==> config.mk <==
export PLATFORM = sky130hd
export DESIGN_NAME = cgra_pe_tile
export DESIGN_NICKNAME = d
export VERILOG_FILES = /design/src/rtl/cgra_pe_tile.sv
export SDC_FILE = /design/constraint.sdc
export NUM_CORES = 1
export LEC_CHECK = 0
export ABC_AREA = 1
export BUFFER_PORTS_ARGS = -buffer_cell sky130_fd_sc_hd__buf_2
export CORE_ASPECT_RATIO = 1.2
export CORE_MARGIN = 2
export CORE_UTILIZATION = 35
export DETAILED_ROUTE_END_ITERATION = 7
export PLACE_DENSITY = 0.64
export SLEW_MARGIN = 20
export SYNTH_ARGS = -nofsm -noshare
export SYNTH_HDL_FRONTEND = slang
export SYNTH_SLANG_ARGS = --single-unit
==> constraint.sdc <==
create_clock -name clk -period 5 [get_ports clk]
set_input_delay 1 -clock clk [delete_from_list [all_inputs] [get_ports clk]]
set_output_delay 1 -clock clk [all_outputs]
set_load 0.01 [all_outputs]
==> src/rtl/cgra_pe_tile.sv <==
// cgra_pe_tile: single 16-bit CGRA processing element tile.
// Holds its own configuration (connection boxes, switch boxes, PE op/constant),
// written over a 32-bit address/data bus matched against TILE_ID.
// Optional feature macro: PE_MUL_EN (enables the 16x16 multiplier for opcode 7;
// when undefined, opcode 7 yields 16'h0000 and no multiplier is built).
module cgra_pe_tile #(
    parameter logic [15:0] TILE_ID = 16'h0000
) (
    input  logic        clk,
    input  logic        reset,
    input  logic [31:0] config_addr,
    input  logic [31:0] config_data,
    input  logic [15:0] in_s0,
    input  logic [15:0] in_s1,
    input  logic [15:0] in_s2,
    input  logic [15:0] in_s3,
    output logic [15:0] out_s0,
    output logic [15:0] out_s1,
    output logic [15:0] out_s2,
    output logic [15:0] out_s3
);

    localparam int unsigned DW      = 16;
    localparam int unsigned SB_W    = 3;
    localparam int unsigned CB_W    = 2;
    localparam int unsigned OP_W    = 4;

    localparam logic [7:0] FEAT_CB_A = 8'h00;
    localparam logic [7:0] FEAT_CB_B = 8'h01;
    localparam logic [7:0] FEAT_SB0  = 8'h02;
    localparam logic [7:0] FEAT_SB1  = 8'h03;
    localparam logic [7:0] FEAT_SB2  = 8'h04;
    localparam logic [7:0] FEAT_SB3  = 8'h05;
    localparam logic [7:0] FEAT_PE   = 8'hFF;

    localparam logic [OP_W-1:0] OP_ADD  = 4'd0;
    localparam logic [OP_W-1:0] OP_SUB  = 4'd1;
    localparam logic [OP_W-1:0] OP_AND  = 4'd2;
    localparam logic [OP_W-1:0] OP_OR   = 4'd3;
    localparam logic [OP_W-1:0] OP_XOR  = 4'd4;
    localparam logic [OP_W-1:0] OP_SHL  = 4'd5;
    localparam logic [OP_W-1:0] OP_SHR  = 4'd6;
    localparam logic [OP_W-1:0] OP_MUL  = 4'd7;
    localparam logic [OP_W-1:0] OP_MAX  = 4'd8;
    localparam logic [OP_W-1:0] OP_MIN  = 4'd9;
    localparam logic [OP_W-1:0] OP_PASS = 4'd10;

    // Internal side-input nets; these mirror the ports and are the force points.
    logic [DW-1:0] wire_0_0_BUS16_S0_T4;
    logic [DW-1:0] wire_0_0_BUS16_S1_T4;
    logic [DW-1:0] wire_0_0_BUS16_S2_T4;
    logic [DW-1:0] wire_0_0_BUS16_S3_T4;

    assign wire_0_0_BUS16_S0_T4 = in_s0;
    assign wire_0_0_BUS16_S1_T4 = in_s1;
    assign wire_0_0_BUS16_S2_T4 = in_s2;
    assign wire_0_0_BUS16_S3_T4 = in_s3;

    // Configuration state
    logic [CB_W-1:0] cb_a_sel;
    logic [CB_W-1:0] cb_b_sel;
    logic [SB_W-1:0] sb0_sel;
    logic [SB_W-1:0] sb1_sel;
    logic [SB_W-1:0] sb2_sel;
    logic [SB_W-1:0] sb3_sel;
    logic [OP_W-1:0] pe_op;
    logic            pe_reg_en;
    logic            pe_b_const;
    logic [DW-1:0]   pe_const;
    logic [DW-1:0]   pe_q;

    logic            cfg_hit;
    logic [7:0]      cfg_feat;
    logic [7:0]      cfg_reg;
    logic [DW-1:0]   op_a;
    logic [DW-1:0]   op_b;
    logic [DW-1:0]   alu;
    logic [DW-1:0]   pe_result;
    logic [DW-1:0]   unused_cfg_bits;

    assign cfg_hit         = (config_addr[15:0] == TILE_ID);
    assign cfg_feat        = config_addr[23:16];
    assign cfg_reg         = config_addr[31:24];
    assign unused_cfg_bits = config_data[31:16];

    // Configuration register writes; any edge with a tile-id match is a write
    always_ff @(posedge clk or posedge reset) begin
        if (reset) begin
            cb_a_sel   <= '0;
            cb_b_sel   <= '0;
            sb0_sel    <= '0;
            sb1_sel    <= '0;
            sb2_sel    <= '0;
            sb3_sel    <= '0;
            pe_op      <= '0;
            pe_reg_en  <= 1'b0;
            pe_b_const <= 1'b0;
            pe_const   <= '0;
        end else if (cfg_hit) begin
            case (cfg_feat)
                FEAT_CB_A: if (cfg_reg == 8'd0) cb_a_sel <= config_data[CB_W-1:0];
                FEAT_CB_B: if (cfg_reg == 8'd0) cb_b_sel <= config_data[CB_W-1:0];
                FEAT_SB0:  if (cfg_reg == 8'd0) sb0_sel  <= config_data[SB_W-1:0];
                FEAT_SB1:  if (cfg_reg == 8'd0) sb1_sel  <= config_data[SB_W-1:0];
                FEAT_SB2:  if (cfg_reg == 8'd0) sb2_sel  <= config_data[SB_W-1:0];
                FEAT_SB3:  if (cfg_reg == 8'd0) sb3_sel  <= config_data[SB_W-1:0];
                FEAT_PE: begin
                    if (cfg_reg == 8'd0) begin
                        pe_op      <= config_data[OP_W-1:0];
                        pe_reg_en  <= config_data[4];
                        pe_b_const <= config_data[5];
                    end else if (cfg_reg == 8'd1) begin
                        pe_const   <= config_data[DW-1:0];
                    end
                end
                default: ;
            endcase
        end
    end

    // Connection boxes: pick ALU operands from the side inputs
    always_comb begin
        op_a = '0;
        op_b = '0;
        case (cb_a_sel)
            2'd0:    op_a = wire_0_0_BUS16_S0_T4;
            2'd1:    op_a = wire_0_0_BUS16_S1_T4;
            2'd2:    op_a = wire_0_0_BUS16_S2_T4;
            default: op_a = wire_0_0_BUS16_S3_T4;
        endcase
        if (pe_b_const) begin
            op_b = pe_const;
        end else begin
            case (cb_b_sel)
                2'd0:    op_b = wire_0_0_BUS16_S0_T4;
                2'd1:    op_b = wire_0_0_BUS16_S1_T4;
                2'd2:    op_b = wire_0_0_BUS16_S2_T4;
                default: op_b = wire_0_0_BUS16_S3_T4;
            endcase
        end
    end

    // ALU: unsigned 16-bit, all results truncated to 16 bits
    always_comb begin
        alu = '0;
        case (pe_op)
            OP_ADD:  alu = op_a + op_b;
            OP_SUB:  alu = op_a - op_b;
            OP_AND:  alu = op_a & op_b;
            OP_OR:   alu = op_a | op_b;
            OP_XOR:  alu = op_a ^ op_b;
            OP_SHL:  alu = op_a << op_b[3:0];
            OP_SHR:  alu = op_a >> op_b[3:0];
`ifdef PE_MUL_EN
            OP_MUL:  alu = op_a * op_b;
`else
            OP_MUL:  alu = '0;
`endif
            OP_MAX:  alu = (op_a > op_b) ? op_a : op_b;
            OP_MIN:  alu = (op_a < op_b) ? op_a : op_b;
            OP_PASS: alu = op_a;
            default: alu = '0;
        endcase
    end

    // PE output register loads every cycle regardless of the enable
    always_ff @(posedge clk or posedge reset) begin
        if (reset) begin
            pe_q <= '0;
        end else begin
            pe_q <= alu;
        end
    end

    assign pe_result = pe_reg_en ? pe_q : alu;

    function automatic logic [DW-1:0] sb_mux(
        input logic [SB_W-1:0] sel,
        input logic [DW-1:0]   i0,
        input logic [DW-1:0]   i1,
        input logic [DW-1:0]   i2,
        input logic [DW-1:0]   i3,
        input logic [DW-1:0]   pe
    );
        logic [DW-1:0] r;
        r = '0;
        case (sel)
            3'd1:    r = i0;
            3'd2:    r = i1;
            3'd3:    r = i2;
            3'd4:    r = i3;
            3'd5:    r = pe;
            default: r = '0;
        endcase
        return r;
    endfunction

    // Switch boxes: drive side outputs from inputs or the PE result
    always_comb begin
        out_s0 = sb_mux(sb0_sel, wire_0_0_BUS16_S0_T4, wire_0_0_BUS16_S1_T4,
                        wire_0_0_BUS16_S2_T4, wire_0_0_BUS16_S3_T4, pe_result);
        out_s1 = sb_mux(sb1_sel, wire_0_0_BUS16_S0_T4, wire_0_0_BUS16_S1_T4,
                        wire_0_0_BUS16_S2_T4, wire_0_0_BUS16_S3_T4, pe_result);
        out_s2 = sb_mux(sb2_sel, wire_0_0_BUS16_S0_T4, wire_0_0_BUS16_S1_T4,
                        wire_0_0_BUS16_S2_T4, wire_0_0_BUS16_S3_T4, pe_result);
        out_s3 = sb_mux(sb3_sel, wire_0_0_BUS16_S0_T4, wire_0_0_BUS16_S1_T4,
                        wire_0_0_BUS16_S2_T4, wire_0_0_BUS16_S3_T4, pe_result);
    end

endmodule

Yosys cells after proc, flatten, opt, wreduce, memory -nomap -nowiden
Cells that the tools add are included.
Widths: inputs -> output; s select.
{ "totals": {"input_bits": 130, "out_inout_bits": 64, "ff_bits": 54, "elab_cells": 86, "ramBits": 0, "latchBits": 0, "mem_bits_ro": 0, "mem_count": 0} }
{ "op_classes": {"n_bitwise": 4, "n_reduce_logical": 14, "magnitude_cmp": 2, "div_mod_pow": 0, "mul": 0, "eq_ne": 40, "n_addsub": 2, "n_shift": 2, "mux": 11} }
{ "op_table": {"columns": ["op", "count"], "rows": [
  ["$pmux 16 s5", 4],
  ["$pmux 16 s10", 1],
  ["$pmux 16 s3", 2],
  ["$mux 16", 4],
  ["$eq 3x2->1 const B", 8],
  ["$eq 3x3->1 const B", 8],
  ["$reduce_and 3->1", 7],
  ["$add 16x16->16", 1],
  ["$and 16x16->16", 1],
  ["$eq 8x1->1 const B", 2],
  ["$eq 8x2->1 const B", 2],
  ["$eq 8x3->1 const B", 2],
  ["$gt 16x16->1", 1],
  ["$logic_not 16->1", 1],
  ["$logic_not 8->1", 2],
  ["$lt 16x16->1", 1],
  ["$or 16x16->16", 1],
  ["$shl 16x4->16", 1],
  ["$shr 16x4->16", 1],
  ["$sub 16x16->16", 1],
  ["$xor 16x16->16", 1],
  ["$eq 3x1->1 const B", 4],
  ["$eq 4x3->1 const B", 3],
  ["$eq 4x4->1 const B", 3],
  ["9 further kinds", 13]
]} }

Longest topological paths before layout
{ "logic_depth": {"depth_word": 8, "mapped_depth": 27, "ltp_nobuf": 25} }

Least setup slack after synthesis
No wires, ideal clock.
{ "synth_timing": {"path_kind": "input-to-output", "from": "input port in_s2[0]", "to": "output port out_s1[4]", "path_buffers": 2, "slack_ps": 277, "required_time_ps": 4000, "t_arrival_ps": 3723, "stages": 22, "cell_sequence": "o21ai_1 nand3_2 nand2_4 nand2_2 buf_4 ha_1 fa_1 nor2_1 nor2_2 inv_1 nand2_1 nand2_1 nand2_2 nand2_4 nand2_2 buf_4 o211ai_1 nand3_1 nor2_1 nand3_1 nand3_1 nand2_1"} }
{ "synth_via": {"elab_chain_len": 7, "elab_cells_between_ends": 14, "cone_classes": "add/sub: 2; order compare: 2; shift: 2; mux: 8"} }
{ "synth_lines": {"columns": ["item", "line", "rtl"], "rows": [
  ["from (decl)", "15", "input logic [15:0] in_s2,"],
  ["$pmux 16 s3", "134", "case (cb_b_sel)"],
  ["$mux 16", "131", "if (pe_b_const) begin"],
  ["$lt 16x16->1 / $gt 16x16->1 (equally long branches)", "160, 159", null],
  ["$mux 16 (on tied branches)", "160, 159", null],
  ["$pmux 16 s10 (*)", "146", "case (pe_op)"],
  ["$mux 16 (*)", "175", "assign pe_result = pe_reg_en ? pe_q : alu;"],
  ["$pmux 16 s5 (*)", "187", "case (sel)"],
  ["to (decl)", "18", "output logic [15:0] out_s1,"]
]} }
Mark *: on every way between the ends. The rest lies on a longest branch, timed or not.

Worst setup path after layout
{ "layout_timing": {"from": "input port in_s1[12]", "to": "output port out_s3[9]"} }
{ "layout_via": {"elab_chain_len": 7, "elab_cells_between_ends": 12, "cone_classes": "order compare: 2; shift: 2; mux: 8"} }
{ "layout_lines": {"columns": ["item", "line", "rtl"], "rows": [
  ["from (decl)", "14", "input logic [15:0] in_s1,"],
  ["$pmux 16 s3", "134", null],
  ["$mux 16", "131", null],
  ["$lt 16x16->1 / $gt 16x16->1 (equally long branches)", "160, 159", null],
  ["$mux 16 (on tied branches)", "160, 159", null],
  ["$pmux 16 s10 (*)", "146", null],
  ["$mux 16 (*)", "175", null],
  ["$pmux 16 s5 (*)", "187", null],
  ["to (decl)", "20", "output logic [15:0] out_s3"]
]} }
Marks and branches as above.

==> impl_summary.md <==
Run status
The run finished, with violations left. The checks that failed: setup timing.

Drt
Wires add up to between 50000 and 60000 um. The detail route stage leaves a number of antenna-violating nets equal to 0. The first routing iteration left 1605 violations. The total routed wire length on the met1 layer is between 20000 and 25000 um. The met3 wire length is between 4000 and 5000 um. The pre-antenna-repair detailed-routing pass consisted of 7 iterations. The post-route DRC violation count is 0.

The total number of vias is around 15000. The via density per instance is approximately 5.8. Routed signal wires occupy layers up through met4. The average wire per cell in the routed design is around 22 um. The detailed route wirelength on metal2 is between 20000 and 30000 um.

Setup path
The critical path starts at in_s1[12]. The endpoint arrival time on the critical path is 4080 ps. The required time of the critical path is ~4000 ps. The sort of element at the start of the critical path is an input port. The critical path class is input port to primary output. Walking the worst path, the cells encountered are buf_2, nand2_1, o2111ai_2, a22oi_2, inv_1, ha_4, nor2_4, nand3_4, nor2_4, nand2_4, nand2_8, nand2_4, buf_4, o21ai_0, nand2_1, nor2_4, nand3_4, nand3_2, nand2_1, buf_2. The worst setup path is captured at a primary output. Along the worst path, the maximum fanout reaches 6.

The register-to-register setup slack is about 950 ps. The largest individual stage delay along the critical path comes from the cell sky130_fd_sc_hd__a22oi_2. The startpoint identified for the worst register-to-register timing path is cb_b_sel[1]$_DFFE_PP0P_. On the worst path, the slowest cell contributes a delay of ~330 ps.

Clock network
The number of H-tree branching levels is 2. The maximum buffer depth of the clock tree is 2. Clock tree synthesis found a total of 54 sinks. The cts-stage hold buffer count is 0. TritonCTS built the clock tree. After clock tree synthesis, the clock-pin slew on the worst setup and hold paths is around 70 ps. The cell sitting at the root of the clock tree is a sky130_fd_sc_hd__clkbuf_16.

The latest clock arrival within the worst-skew pair is between 300 and 400 ps. Counting the buffers created by CTS gives 5.

Flow run
The tool flagged a number of max-cap violations equal to 0.

Floorplanning
The standard cell core area is ~0.028 mm^2. The floorplan step set the die height to 188 um. The floorplan step defined a die boundary enclosing between 0.02 and 0.03 mm^2.

The floorplan has 67 rows. Measured along the x axis, the die boundary spans approximately 160 um. For this configuration, the core starts out at a cell density of 0.354. The I/O pin total is slightly below 200.

Cells and area
The area overhead of the layout relative to synthesis is 54.4%. The repair_antennas step left the layout with diodes totalling 0. The sequential cell area in the final layout is roughly 0.0014 mm^2. The area of all placed cells without fillers is about 0.015 mm^2. The number of nets in the finished design is between 2000 and 2500.

Of the cells placed in the final design, the portion with a size suffix greater than 1 is 0.389. In the final layout, the multi-input gates occupy slightly below 0.009 mm^2. The count of non-filler cells in the finished layout is between 2000 and 3000. The fill cell instance count of the final layout is approximately 2900.

Min path
The beginning of the worst hold path is pe_const[0]$_DFFE_PP0P_. The worst hold path belongs to the class flip-flop to flip-flop.

Placed design
Including well taps, the total number of placed cells is between 2000 and 3000. The count of buffers from port buffering is approximately 180. The worst slack at placement is -342 ps. The congestion estimate from routability-driven global placement came to 1.03. Summing all placed instances gives a cell area of ~0.013 mm^2. The HPWL after detailed placement is between 40000 and 50000 um.

Timing
The shortest clock period the worst path allows after layout is slightly above 5000 ps. Measured against its own limit, the worst slew margin works out to 0.345. The number of endpoints with negative hold slack in the final report came to 0.

The final critical-path setup slack is -81.4 ps. For the pin with the worst max-slew slack, the measured transition is 980 ps. The final count of pins violating max slew is 0. Of the available clock period, the critical path in the final layout requires 1.02. The final setup violation count is 37.

Setup repair after global routing could not meet its margin everywhere. Timing would allow up to 197 MHz. The worst clock skew is 21.0 ps. Final hold analysis gives a worst-case slack of between 400 and 500 ps.

Yosys
For this run, the number of Yosys warnings is 0. The most used flip-flop cell after synthesis is sky130_fd_sc_hd__dfrtp_1. In this run the cell area of the synthesized design comes to just under 0.01 mm^2. The synthesis-stage register bit count is 54.

Of the synthesized area, sequential elements account for 0.137. The post-synthesis instance total is about 1800. Each instance of the synthesized netlist takes up on average about 5.6 um^2. The number of enable-type register cells in the synthesized netlist is 0. Of all flip-flops after synthesis, the portion carrying an async set or reset was 1.00. The post-synthesis net count is 1946. The number of library cell types mapped by synthesis is 48.

Global routing
Entering global routing, the biggest net connects 55 pins. The wire length of the first global-routing pass is approximately 83000 um. The via count of the first global-routing pass is roughly 14000. For this run, the total global-route usage over all layers was measured as 0.375. The number of antenna violations at the first check in global routing is 0. The total overflow reported by the global router is 0.

Pwr
The leakage power is approximately 7.6 nW. The power density over the cells is around 130 mW/mm^2. Summing internal, switching and leakage power gives ~0.0020 W.

IR analysis of the VDD net gives a maximum drop of about 130 uV.
[kinds of logic (layout without fill, tap and decap cells)]
family	count (synthesis)	in the layout	synth area share
adders and majority gates	51	51	0.0664
buffers and inverters	292	746	0.120
AOI/OAI and AO/OA	390	390	0.234
and+or+nand+nor	970	970	0.432
muxes	8	8	0.00916
DFF	54	54	0.137
[cells in the final DEF (no fill, tap or decap), drive strengths merged, types with 21 or more instances in the layout]
cell   netlist  layout
buf         39     524
nand3      299     299
inv        212     213
nand2      410     410
nand4       21      21
a21oi       74      74
dfrtp       54      54
nor2       192     192
o22ai      139     139
o21ai      129     129
ha          49      49
[through the flow]
step / util / TNS [ps]
3_3_place_gp: 0.471 / -13690
6_report: 0.547 / -1340
2_1_floorplan: - / 0
4_1_cts: 0.499 / 0
3_5_place_dp: 0.471 / -15320
5_1_grt: 0.547 / -5690
[path summary, 6_finish.rpt]
check / end / cells after the start
worst max-delay path: out_s3[9] / 20
worst min-delay path: pe_const[0]$_DFFE_PP0P_ / 2
worst max register to register: pe_q[14]$_DFF_PP0_ / 27
worst min register to register: pe_const[0]$_DFFE_PP0P_ / 2
max in group asynchronous: cb_b_sel[0]$_DFFE_PP0P_ / 3
min in group asynchronous: pe_q[3]$_DFF_PP0_ / 3
[layout make-up]
class	count	area share
inverter	214	0.0538
clock inverter	3	0.00190
clock buffer	5	0.00824
sequential	54	0.0893
tap	379	0.0312
timing repair buffer	524	0.246
multi-input combinational	1419	0.570
[sequential cells by signal, summed over array words and instances (netlist names), 2 cells and up]
| register | cells |
|---|---|
| cb_a_sel | 2 |
| cb_b_sel | 2 |
| pe_const | 16 |
| pe_op | 4 |
| pe_q | 16 |
| sb0_sel | 3 |
| sb1_sel | 3 |
| sb2_sel | 3 |
| sb3_sel | 3 |
[report_power, final]
group / switching [W] / total, W / internal, W / leakage, nW
registers: 0.00000926 / 0.000466 / 0.000457 / 0.696
clock network: 0.000199 / 0.000392 / 0.000193 / 0.0763
logic: 0.000649 / 0.00111 / 0.000465 / 6.80
[routing by layer]
layer | global-route usage | up-vias
met5 | 0 | -
met4 | 0.287 | 0
met3 | 0.0534 | 284
met2 | 0.624 | 895
met1 | 0.429 | 7047
li1 | - | 6944
[repair_timing]
item,4_1_cts,5_1_grt
gates resized for setup,110,303
setup endpoints to repair,64,64
buffers inserted,24,28
pin swaps,49,123
[cell usage after synthesis (3+ instances only)]
cell type / count / area, um^2
sky130_fd_sc_hd__a21oi_1: 73 / 365
sky130_fd_sc_hd__nand3_2: 4 / 40.0
sky130_fd_sc_hd__nor2_1: 185 / 694
sky130_fd_sc_hd__o21bai_1: 3 / 22.5
sky130_fd_sc_hd__nor3_1: 19 / 95.1
sky130_fd_sc_hd__buf_2: 24 / 120
sky130_fd_sc_hd__o2111ai_1: 8 / 70.1
sky130_fd_sc_hd__dfrtp_1: 54 / 1350
sky130_fd_sc_hd__clkbuf_1: 38 / 143
sky130_fd_sc_hd__nand4_1: 21 / 131
sky130_fd_sc_hd__inv_1: 205 / 769
sky130_fd_sc_hd__nand2_2: 6 / 37.5
sky130_fd_sc_hd__nor2_2: 5 / 31.3
sky130_fd_sc_hd__o21ai_1: 14 / 70.1
sky130_fd_sc_hd__o221ai_1: 5 / 43.8
sky130_fd_sc_hd__mux2_2: 8 / 90.1
sky130_fd_sc_hd__or2_2: 18 / 113
sky130_fd_sc_hd__o22ai_1: 137 / 857
sky130_fd_sc_hd__o211ai_1: 11 / 82.6
sky130_fd_sc_hd__nor4_1: 5 / 31.3
sky130_fd_sc_hd__a22oi_1: 10 / 75.1
sky130_fd_sc_hd__inv_2: 7 / 26.3
sky130_fd_sc_hd__nand2_1: 402 / 1510
sky130_fd_sc_hd__nand3_1: 295 / 1480
sky130_fd_sc_hd__o21ai_0: 115 / 576
sky130_fd_sc_hd__a211oi_1: 3 / 22.5
sky130_fd_sc_hd__ha_1: 49 / 613
sky130_fd_sc_hd__buf_4: 11 / 82.6
[critical path: cells and delay by family]
family | cells | cell delay [ps]
compound gates | 3 | 800
fa+ha+maj | 1 | 270
buf+inv | 4 | 570
simple gates | 12 | 1440
(Power assumes the default switching activity.)
